**config.mk**
```make
export PLATFORM = sky130hd
export DESIGN_NAME = booth_mult
export DESIGN_NICKNAME = d
export VERILOG_FILES = /design/src/rtl/booth_mult.sv
export SDC_FILE = /design/constraint.sdc
export NUM_CORES = 1
export LEC_CHECK = 0
export BUFFER_PORTS_ARGS = -buffer_cell sky130_fd_sc_hd__buf_4
export CORE_UTILIZATION = 40
export CTS_BUF_LIST = sky130_fd_sc_hd__clkbuf_8 sky130_fd_sc_hd__clkbuf_16
export CTS_CLUSTER_DIAMETER = 30
export CTS_CLUSTER_SIZE = 10
export DETAILED_ROUTE_END_ITERATION = 6
export PLACE_DENSITY = 0.68
export SYNTH_ARGS = -nofsm -noshare
export SYNTH_HDL_FRONTEND = slang
export SYNTH_SLANG_ARGS = --single-unit
```
**constraint.sdc**
```tcl
create_clock -name clk -period 3.7 [get_ports clk]
set_input_delay 0.185 -clock clk [delete_from_list [all_inputs] [get_ports clk]]
set_output_delay 0.185 -clock clk [all_outputs]
set_load 0.02 [all_outputs]
```
**src/rtl/booth_mult.sv**
```systemverilog
// Sequential signed 16x16 Booth multiplier with an IDLE/CALC/DONE control FSM.
// Define BOOTH_RADIX4_EN for radix-4 recoding (8 steps); the default build is radix-2 (16 steps).
module booth_mult (
    input  logic        clk,
    input  logic        reset,
    input  logic        start,
    input  logic [15:0] multiplicand,
    input  logic [15:0] multiplier,
    output logic [31:0] product,
    output logic        load,
    output logic        busy
);

`ifdef BOOTH_RADIX4_EN
    localparam int         AW    = 18;
    localparam logic [4:0] STEPS = 5'd8;
`else
    localparam int         AW    = 17;
    localparam logic [4:0] STEPS = 5'd16;
`endif

    typedef enum logic [1:0] {IDLE, CALC, DONE} state_t;

    state_t        state_reg, state_next;
    logic [AW-1:0] a_reg, a_next;
    logic [15:0]   q_reg, q_next;
    logic [15:0]   m_reg, m_next;
    logic          qm1_reg, qm1_next;
    logic [4:0]    cnt_reg, cnt_next;
    logic [31:0]   product_reg, product_next;
    logic          load_reg, load_next;

    logic [AW-1:0] m_ext, addend, sum, a_step;
    logic [15:0]   q_step;
    logic          qm1_step;

    // A is wider than M so the +/-M (or +/-2M) addend can never overflow, even for M = -32768.
    assign m_ext = {{(AW-16){m_reg[15]}}, m_reg};

`ifdef BOOTH_RADIX4_EN
    always_comb begin
        addend = '0;
        case ({q_reg[1:0], qm1_reg})
            3'b001, 3'b010: addend = m_ext;
            3'b011:         addend = m_ext << 1;
            3'b100:         addend = -(m_ext << 1);
            3'b101, 3'b110: addend = -m_ext;
            default:        addend = '0;
        endcase
        sum      = a_reg + addend;
        a_step   = {{2{sum[AW-1]}}, sum[AW-1:2]};
        q_step   = {sum[1:0], q_reg[15:2]};
        qm1_step = q_reg[1];
    end
`else
    always_comb begin
        addend = '0;
        case ({q_reg[0], qm1_reg})
            2'b01:   addend = m_ext;
            2'b10:   addend = -m_ext;
            default: addend = '0;
        endcase
        sum      = a_reg + addend;
        a_step   = {sum[AW-1], sum[AW-1:1]};
        q_step   = {sum[0], q_reg[15:1]};
        qm1_step = q_reg[0];
    end
`endif

    always_comb begin
        state_next   = state_reg;
        a_next       = a_reg;
        q_next       = q_reg;
        m_next       = m_reg;
        qm1_next     = qm1_reg;
        cnt_next     = cnt_reg;
        product_next = product_reg;
        load_next    = 1'b0;
        case (state_reg)
            IDLE: begin
                if (start) begin
                    m_next     = multiplicand;
                    q_next     = multiplier;
                    a_next     = '0;
                    qm1_next   = 1'b0;
                    cnt_next   = STEPS;
                    state_next = CALC;
                end
            end
            CALC: begin
                a_next   = a_step;
                q_next   = q_step;
                qm1_next = qm1_step;
                cnt_next = cnt_reg - 5'd1;
                if (cnt_reg == 5'd1) begin
                    product_next = {a_step[15:0], q_step};
                    load_next    = 1'b1;
                    state_next   = DONE;
                end
            end
            DONE: begin
                // The return-to-IDLE edge also accepts a new start, giving back-to-back throughput.
                if (start) begin
                    m_next     = multiplicand;
                    q_next     = multiplier;
                    a_next     = '0;
                    qm1_next   = 1'b0;
                    cnt_next   = STEPS;
                    state_next = CALC;
                end else begin
                    state_next = IDLE;
                end
            end
            default: state_next = IDLE;
        endcase
    end

    always_ff @(posedge clk) begin
        if (reset) begin
            state_reg   <= IDLE;
            a_reg       <= '0;
            q_reg       <= '0;
            m_reg       <= '0;
            qm1_reg     <= 1'b0;
            cnt_reg     <= '0;
            product_reg <= '0;
            load_reg    <= 1'b0;
        end else begin
            state_reg   <= state_next;
            a_reg       <= a_next;
            q_reg       <= q_next;
            m_reg       <= m_next;
            qm1_reg     <= qm1_next;
            cnt_reg     <= cnt_next;
            product_reg <= product_next;
            load_reg    <= load_next;
        end
    end

    assign product = product_reg;
    assign load    = load_reg;
    assign busy    = (state_reg != IDLE);

endmodule

```
==> impl_metrics.yaml, run 1 <==
sta:
  slew-limit-headroom: 0.3498
  holdWs_ns: 0.08111
  rsz0062_at_grt: "true"
  report.final.slew_viol_count: 0
  setup_ws_ns: 0.1294
  max_freq_ghz: 0.2801
  fin_crit_sh: 0.9650
  setup_viol_count_final: 0
  fin_crit_ns: 3.571
  worst_pin_slew_ns: 0.9753
  setup-tns-final_ns: 0
  fin_skew_ns: 0.01074
  hold_viol: 0
global_routing:
  grt_start_max_net_pins: 97
  antenna_found_initial: 0
  grt_pass1_wl_um: 18950
  track_usage: 0.2002
  grt_pass1_vias: 4165
  grt_overflow: 0
route:
  drt_iter0_markers: 187
  drt_wl_total_um: 11480
  routed_via_density: 5.497
  routedWlPerCell_um: 14.50
  drt_first_pass_iters: 4
  ant_nets: 0
  drc: 0
  vias: 4354
placed_design:
  dp.cells: 771
  dp_hpwl_um: 7826
  dp_slack_ns: 0.09108
  port-buffer-count: 68
  place_congestion: 0.8342
setup_path:
  cp.depth: 16
  cp_slowest_cell: "or4_4"
  required_ns: 3.96
  path_cells: "or4_4 > nor4_4 > buf_4 > nand2_1 > nand2_1 > a21oi_1 > nor2_1 > ha_1 > a21o_1 > and4_4 > a2111oi_4 > buf_4 > a21bo_2 > o211ai_2 > or2_1 > a31oi_1"
  crit_path_end_kind: "flop"
  r2r-start: "m_reg[2]"
  crit_family: "simple AND/OR/NAND/NOR gates"
  cp-startpoint: "m_reg[2]"
  arrival_ns: 3.83
  critPathMaxStageDelay_ns: 0.56
  path_buf_inv: 2
  crit_type: "reg2reg"
  startpoint_type: "flop"
  cp_max_fo: 5
  r2r_cells: 16
clocking:
  clk_path_buf_depth: 2
  clk_latency_ns: 0.35
  postCtsHoldBufs: 0
  cts_tree: "built"
  path_clk_slew_ns: 0.07
  cts.sinks: 89
  htreeDepth: 3
  root_buffer: "clkbuf_16"
  cts-buffers-inserted: 9
logic_synthesis:
  syn_nets: 642
  syn_inst: 585
  synth_cell_types: 59
  syn_area_sq_mm: 0.004657
  synthArstFlopShare: 0
  synth_edf_count: 0
  yosysSeqAreaShare: 0.3826
  synth_area_per_cell_sq_um: 7.961
  synth_flop_cell: "dfxtp_1"
  ys_ff_latch: 89
  ys.warnings.count: 0
floorplanning:
  coreArea_sq_mm: 0.01137
  fp.dieH_um: 109.9
  start_util: 0.4096
  dieWidth_um: 109.9
  fp.dieArea_sq_mm: 0.01208
  num_io_pins: 69
  row_count: 39
cells_and_area:
  syn2layout_area_growth_pct: 22.57
  final_common_cell: "nand2_1"
  final_cell_mix: "112 x nand2_1, 87 x dfxtp_1, 86 x buf_4, 71 x a21oi_1, 66 x nor2_1"
  antenna_cells: 0
  largest_register_ffs: 32
  nets: 702
  layout-drive-gt1-share: 0.2065
  final_cell_count_no_fill: 792
flow_run:
  drv_cap: 0
power:
  irDropWorstVdd_mv: 0.3003
  pwr_density_cell_mw_per_mm2: 415.1
  total_power_mw: 2.369
  power.leakage_nw: 2.335
worst_hold_path:
  hold_path_depth: 3
  worstHoldStart: "multiplicand[5]"
  min_path_type: "in2reg"
outcome:
  status: "complete, no violations"
## final cells by class
class                           instances  area, sq um
Clock buffer                            9        225.2
Timing Repair Buffer                   86        645.6
Clock inverter                          6        73.82
Inverter                               10        37.54
Tap cell                              143        178.9
Sequential cell                        89         1787
Multi-Input combinational cell        449         2760
Fill cell                            1086         5662
## logic make-up after synthesis
kind of cell | Yosys count | share of synthesized area
compound gates | 147 | 0.2080
xor+xnor | 12 | 0.02257
fa+ha+maj | 22 | 0.06072
buf+inv | 47 | 0.03923
flops | 89 | 0.3826
mux | 17 | 0.03654
simple gates | 251 | 0.2504
## stage by stage
stage	utilization	cell area [sq um]
2_1_floorplan	-	4657
3_3_place_gp	0.4656	5294
3_5_place_dp	0.4656	5294
4_1_cts	0.4919	5593
5_1_grt	0.5020	5708
6_report	0.5020	5708
## power by group
group,internal (mW),switching [mW],total [mW],leakage [nW]
logic,0.166,0.229,0.395,1.46
clock network,0.529,0.397,0.926,0.147
registers,1.00,0.0441,1.05,0.726
## worst reg2reg max path: stages, from the launching register on
cell	delay, ns
dfxtp_4	0.34
or4_4	0.56
nor4_4	0.30
buf_4	0.17
nand2_1	0.04
nand2_1	0.06
a21oi_1	0.06
nor2_1	0.17
ha_1	0.30
a21o_1	0.20
and4_4	0.18
a2111oi_4	0.32
buf_4	0.19
a21bo_2	0.12
o211ai_2	0.10
or2_1	0.24
a31oi_1	0.14
## synth_stat cells (all sizes together), types with 2 or more instances
library cell	instances	area, sq um
nand2	112	420.4
dfxtp	89	1782
a21oi	75	379.1
nor2	68	255.2
clkbuf	31	117.6
ha	21	262.8
a211oi	18	135.1
mux2i	17	170.2
nor3	17	85.08
a22oi	13	97.59
inv	10	37.54
nand3	10	50.05
xnor2	10	87.58
a21o	9	67.56
o21ai	8	43.79
or3	7	43.79
buf	6	27.53
a311oi	5	43.79
nand2b	4	25.02
nand3b	4	33.78
nor3b	4	35.03
o21a	4	30.03
or2	4	25.03
and3	3	20.02
nor2b	3	18.77
nor4	3	55.05
o31ai	3	27.52
and2	2	12.51
and4	2	17.52
nand4	2	12.51
o311ai	2	17.52
or4	2	18.77
or4b	2	20.02
xor2	2	17.52
## layer usage
layer  share of wire  global-route usage
met5               0                   0
met4           0.024             0.08667
met3           0.049             0.04683
met2            0.48              0.3366
met1            0.45              0.2428
## timing repair
item                                    CTS  global route
gates resized for setup                   0            17
hold endpoints to repair                  0             0
setup buffers                             0             6
endpoints found under the setup margin    0            10
## final timing paths
check	to	slack, ns
worst max-delay path	a_reg[15]	0.13
worst min register to register	product[12]	0.45
worst min-delay path	m_reg[5]	0.08
worst max register to register	a_reg[15]	0.13
No activity file was read; power rests on OpenSTA's default activity.
==> run 2, diff against run 1 <==
clock period = 3.5 ns   (was 3.7 ns; I/O delays follow)
==> impl_metrics.yaml, run 2 (same netlist as run 1, synthesis figures left out) <==
route:
  drt_iter0_markers: 221
  drc: 0
  routed_via_density: 5.407
  ant_nets: 0
  vias: 4342
  drt_first_pass_iters: 4
  routedWlPerCell_um: 14.82
  drt_wl_total_um: 11900
setup_path:
  r2r_end: "product[31]"
  arrival_ns: 3.72
  crit_type: "reg2reg"
  r2r_cells: 13
  startpoint_type: "flop"
  reg2reg_setup_slack_ns: -0.02
  critPathMaxStageDelay_ns: 0.56
  required_ns: 3.70
  cp_max_fo: 5
  cp_slowest_cell: "or4_4"
  r2r-start: "m_reg[2]"
  path_cells: "or4_4 > nor4_4 > buf_4 > and3_4 > nand2_1 > a311oi_2 > ha_1 > a21o_1 > a21o_1 > or3_1 > o211ai_4 > and3_4 > nor4_2"
  crit_path_end_kind: "flop"
placed_design:
  place_congestion: 0.8481
  dp_hpwl_um: 7972
  port-buffer-count: 68
  dp_slack_ns: -0.05487
  dp.cells: 777
sta:
  hold_viol: 0
  rsz0062_at_grt: "true"
  slew-limit-headroom: 0.3472
  fin_crit_ns: 3.522
  setup-tns-final_ns: -0.02232
  setup_ws_ns: -0.02232
  report.final.slew_viol_count: 0
  fin_crit_sh: 1.006
  fin_skew_ns: 0.008673
  setup_viol_count_final: 1
  max_freq_ghz: 0.2839
  worst_pin_slew_ns: 0.9768
global_routing:
  grt_pass1_vias: 3955
  track_usage: 0.2048
  grt_overflow: 0
  grt_start_max_net_pins: 97
  grt_pass1_wl_um: 19080
  antenna_found_initial: 0
cells_and_area:
  layout-drive-gt1-share: 0.2348
  syn2layout_area_growth_pct: 25.47
  regArea_sq_mm: 0.001784
  antenna_cells: 0
  multi_input_area_sq_mm: 0.002839
  final_cell_count_no_fill: 803
  nets: 712
  fillers: 1078
  largest_register_ffs: 32
  final_common_cell: "nand2_1"
  final_cell_mix: "112 x nand2_1, 94 x buf_4, 87 x dfxtp_1, 69 x a21oi_1, 66 x nor2_1"
flow_run:
  drv_cap: 0
worst_hold_path:
  hold_path_depth: 3
  whs_endpoint: "m_reg[2]"
  min_path_type: "in2reg"
  worstHoldStart: "multiplicand[2]"
clocking:
  clk_latency_ns: 0.35
  path_clk_slew_ns: 0.06
  clk_path_buf_depth: 2
  cts.sinks: 89
  cts_tree: "built"
  htreeDepth: 3
  cts-buffers-inserted: 9
  root_buffer: "clkbuf_16"
  postCtsHoldBufs: 0
floorplanning:
  fp.dieArea_sq_mm: 0.01208
  fp.dieH_um: 109.9
  row_count: 39
  dieWidth_um: 109.9
  coreArea_sq_mm: 0.01137
  start_util: 0.4096
  num_io_pins: 69
power:
  irDropWorstVdd_mv: 0.2837
  pwr_density_cell_mw_per_mm2: 417.5
  power.leakage_nw: 2.411
  total_power_mw: 2.439
outcome:
  violations: "negative setup slack"
  status: "complete, but fails checks"
## run 2: changes by cell type in the layout (fill, tap and decap cells not counted), sizes merged
cell      delta
buf         +10
clkinv       +2
bufinv       -1
clkinvlp     +1
inv          -1
## run 2: layout make-up
cell class              instances  area share
repair buffers                 96      0.1246
clock buffers                   9     0.03854
clock inverters                 7    0.008565
multi-input cells             449      0.4859
well taps                     143     0.03062
flip-flops and latches         89      0.3054
inverters                      10    0.006424
## run 2: layer usage
layer / vias up / wire, um / GRT usage / share of wire
li1: 2198 / - / - / -
met1: 2023 / 5240 / 0.2553 / 0.44
met2: 100 / 5791 / 0.3344 / 0.49
met3: 21 / 589 / 0.04920 / 0.049
met4: 0 / 278 / 0.09048 / 0.023
met5: - / 0 / 0 / 0
## run 2: stage by stage
step / area [sq um] / util / hold WS, ns
6_report: 5843 / 0.5139 / 0.06753
5_1_grt: 5843 / 0.5139 / 0.07366
4_1_cts: 5732 / 0.5041 / 0.06281
3_5_place_dp: 5339 / 0.4696 / 0.4356
3_3_place_gp: 5339 / 0.4696 / 0.4220
2_1_floorplan: 4657 / - / 0.3110
## run 2: repair_timing
action                                  4_1_cts  5_1_grt
endpoints found under the setup margin        6       13
setup buffers                                 5        5
gates resized for setup                      17       19
pin swaps                                    11       14
## run 2: worst max-delay path by stage
stage	start	endpoint	depth (start not counted)	slack [ns]
floorplan	m_reg[0]	a_reg[13]	14	0.14
global placement	m_reg[0]	product[31]	13	0.07
detailed placement	m_reg[0]	a_reg[13]	14	-0.05
CTS	m_reg[2]	product[31]	15	-0.04
global route	m_reg[2]	a_reg[13]	13	-0.16
finish	m_reg[2]	product[31]	13	-0.02
## run 2: worst max-delay path, delay by kind of cell (launching register included)
kind,cells,cell delay [ns]
buffers and inverters,1,0.17
AOI/OAI and AO/OA,4,0.89
and+or+nand+nor,7,1.71
DFF,1,0.32
adders and majority gates,1,0.28
## run 2: power by group
group / total [mW] / internal (mW) / leakage [nW] / switching [mW]
Clock: 0.891 / 0.480 / 0.138 / 0.410
Sequential: 1.11 / 1.06 / 0.726 / 0.0466
Combinational: 0.440 / 0.188 / 1.55 / 0.252
==> run 3, diff against run 2 <==
CTS_BUF_LIST = not set   (was sky130_fd_sc_hd__clkbuf_8 sky130_fd_sc_hd__clkbuf_16)
==> impl_metrics.yaml, run 3 (same netlist as run 1, synthesis figures left out) <==
global_routing:
  top_usage_layer: "met2"
  track_usage: 0.2048
  grt_use_met1: 0.2553
  grt_pass1_vias: 3955
  grt_pass1_wl_um: 19080
  grt.met2_usage: 0.3344
  grt_overflow: 0
  grt_start_max_net_pins: 97
  antenna_found_initial: 0
  met3_usage: 0.04920
cells_and_area:
  multi_input_area_sq_mm: 0.002839
  nets: 712
  layout-drive-gt1-share: 0.2348
  stdcell_area_sq_mm: 0.005843
  final_cell_count_no_fill: 803
  antenna_cells: 0
  largest_register_ffs: 32
  fillers: 1078
  fin_util: 0.5139
  syn2layout_area_growth_pct: 25.47
  final_common_cell: "nand2_1"
  regArea_sq_mm: 0.001784
  final_cell_mix: "112 x nand2_1, 94 x buf_4, 87 x dfxtp_1, 69 x a21oi_1, 66 x nor2_1"
setup_path:
  cp_slowest_cell: "or4_4"
  critPathMaxStageDelay_ns: 0.56
  r2r_cells: 13
  crit_type: "reg2reg"
  r2r-start: "m_reg[2]"
  reg2reg_setup_slack_ns: -0.02
  arrival_ns: 3.72
  startpoint_type: "flop"
  crit_path_end_kind: "flop"
  required_ns: 3.70
  r2r_end: "product[31]"
  path_cells: "or4_4 > nor4_4 > buf_4 > and3_4 > nand2_1 > a311oi_2 > ha_1 > a21o_1 > a21o_1 > or3_1 > o211ai_4 > and3_4 > nor4_2"
  cp_max_fo: 5
route:
  drt_first_pass_iters: 5
  vias: 4329
  drt_iter0_markers: 222
  drc: 0
  ant_nets: 0
  routedWlPerCell_um: 14.82
  drt_wl_total_um: 11900
  routed_via_density: 5.391
floorplanning:
  fp.dieArea_sq_mm: 0.01208
  fp.dieH_um: 109.9
  row_count: 39
  dieWidth_um: 109.9
  num_io_pins: 69
  coreArea_sq_mm: 0.01137
  start_util: 0.4096
power:
  pwr_density_cell_mw_per_mm2: 418.6
  power.leakage_nw: 2.402
  irDropWorstVdd_mv: 0.2812
sta:
  worst_pin_slew_ns: 0.9670
  fin_crit_ns: 3.522
  hold_viol: 0
  holdWs_ns: 0.06783
  rsz0062_at_grt: "true"
  setup_ws_ns: -0.02213
  setup_viol_count_final: 1
  max_freq_ghz: 0.2839
  fin_skew_ns: 0.009219
  slew-limit-headroom: 0.3537
  fin_crit_sh: 1.006
  report.final.slew_viol_count: 0
worst_hold_path:
  worstHoldStart: "multiplicand[2]"
  hold_path_depth: 3
  min_path_type: "in2reg"
  whs_endpoint: "m_reg[2]"
outcome:
  status: "complete, but fails checks"
  violations: "negative setup slack"
clocking:
  clk_latency_ns: 0.35
  postCtsHoldBufs: 0
  root_buffer: "clkbuf_16"
  path_clk_slew_ns: 0.06
  cts-buffers-inserted: 9
  htreeDepth: 3
  clk_path_buf_depth: 2
  cts.sinks: 89
  cts_tree: "built"
placed_design:
  port-buffer-count: 68
  place_congestion: 0.8481
  dp.cells: 777
  placed_area_sq_mm: 0.005339
  dp_hpwl_um: 7972
flow_run:
  drv_cap: 0
## run 3: changes by cell type in the layout (fill, tap and decap cells not counted)
cell      previous run  this run
inv_1               12        10
clkbuf_1             0         2
## run 3: per-layer routing
metal / part of all wire / routed length, um
met3: 0.049 / 585
met1: 0.44 / 5293
met2: 0.48 / 5748
met4: 0.023 / 273
met5: 0 / 0
## run 3: layout make-up
cell class	instances	share of cell area
Sequential cell	89	0.3054
Clock inverter	5	0.007281
Timing Repair Buffer	96	0.1246
Multi-Input combinational cell	449	0.4859
Inverter	10	0.006424
Clock buffer	11	0.03983
Tap cell	143	0.03062
## run 3: timing repair
action | CTS | global route
setup buffers | 5 | 5
resized for setup | 17 | 19
pin swaps | 11 | 14
setup endpoints to repair | 6 | 13
## run 3: how the worst max path moves through the flow
stage,start,endpoint,slack (ns),cells after the start
after global routing,m_reg[2],a_reg[13],-0.16,13
after floorplan,m_reg[0],a_reg[13],0.14,14
after detailed placement,m_reg[0],a_reg[13],-0.05,14
after CTS,m_reg[2],product[31],-0.04,15
after global placement,m_reg[0],product[31],0.07,13
final,m_reg[2],product[31],-0.02,13
## run 3: per-stage QoR
step           power, mW  TNS [ns]  setup slack (ns)
5_1_grt            2.560   -0.9466           -0.1630
6_report           2.446  -0.02213          -0.02213
3_3_place_gp       1.518         0           0.07355
4_1_cts            2.455   -0.1073          -0.03997
2_1_floorplan      1.406         0            0.1417
3_5_place_dp       1.532  -0.09683          -0.05487
## run 3: power by group
part | switching [mW] | internal, mW
combinational | 0.252 | 0.188
clock | 0.411 | 0.486
sequential | 0.0467 | 1.06
total | 0.709 | 1.74
## run 3: worst max-delay path, delay by kind of cell (launching register included)
family,cells,cell delay (ns)
simple gates,7,1.72
compound gates,4,0.89
flops,1,0.32
fa+ha+maj,1,0.28
buf+inv,1,0.17
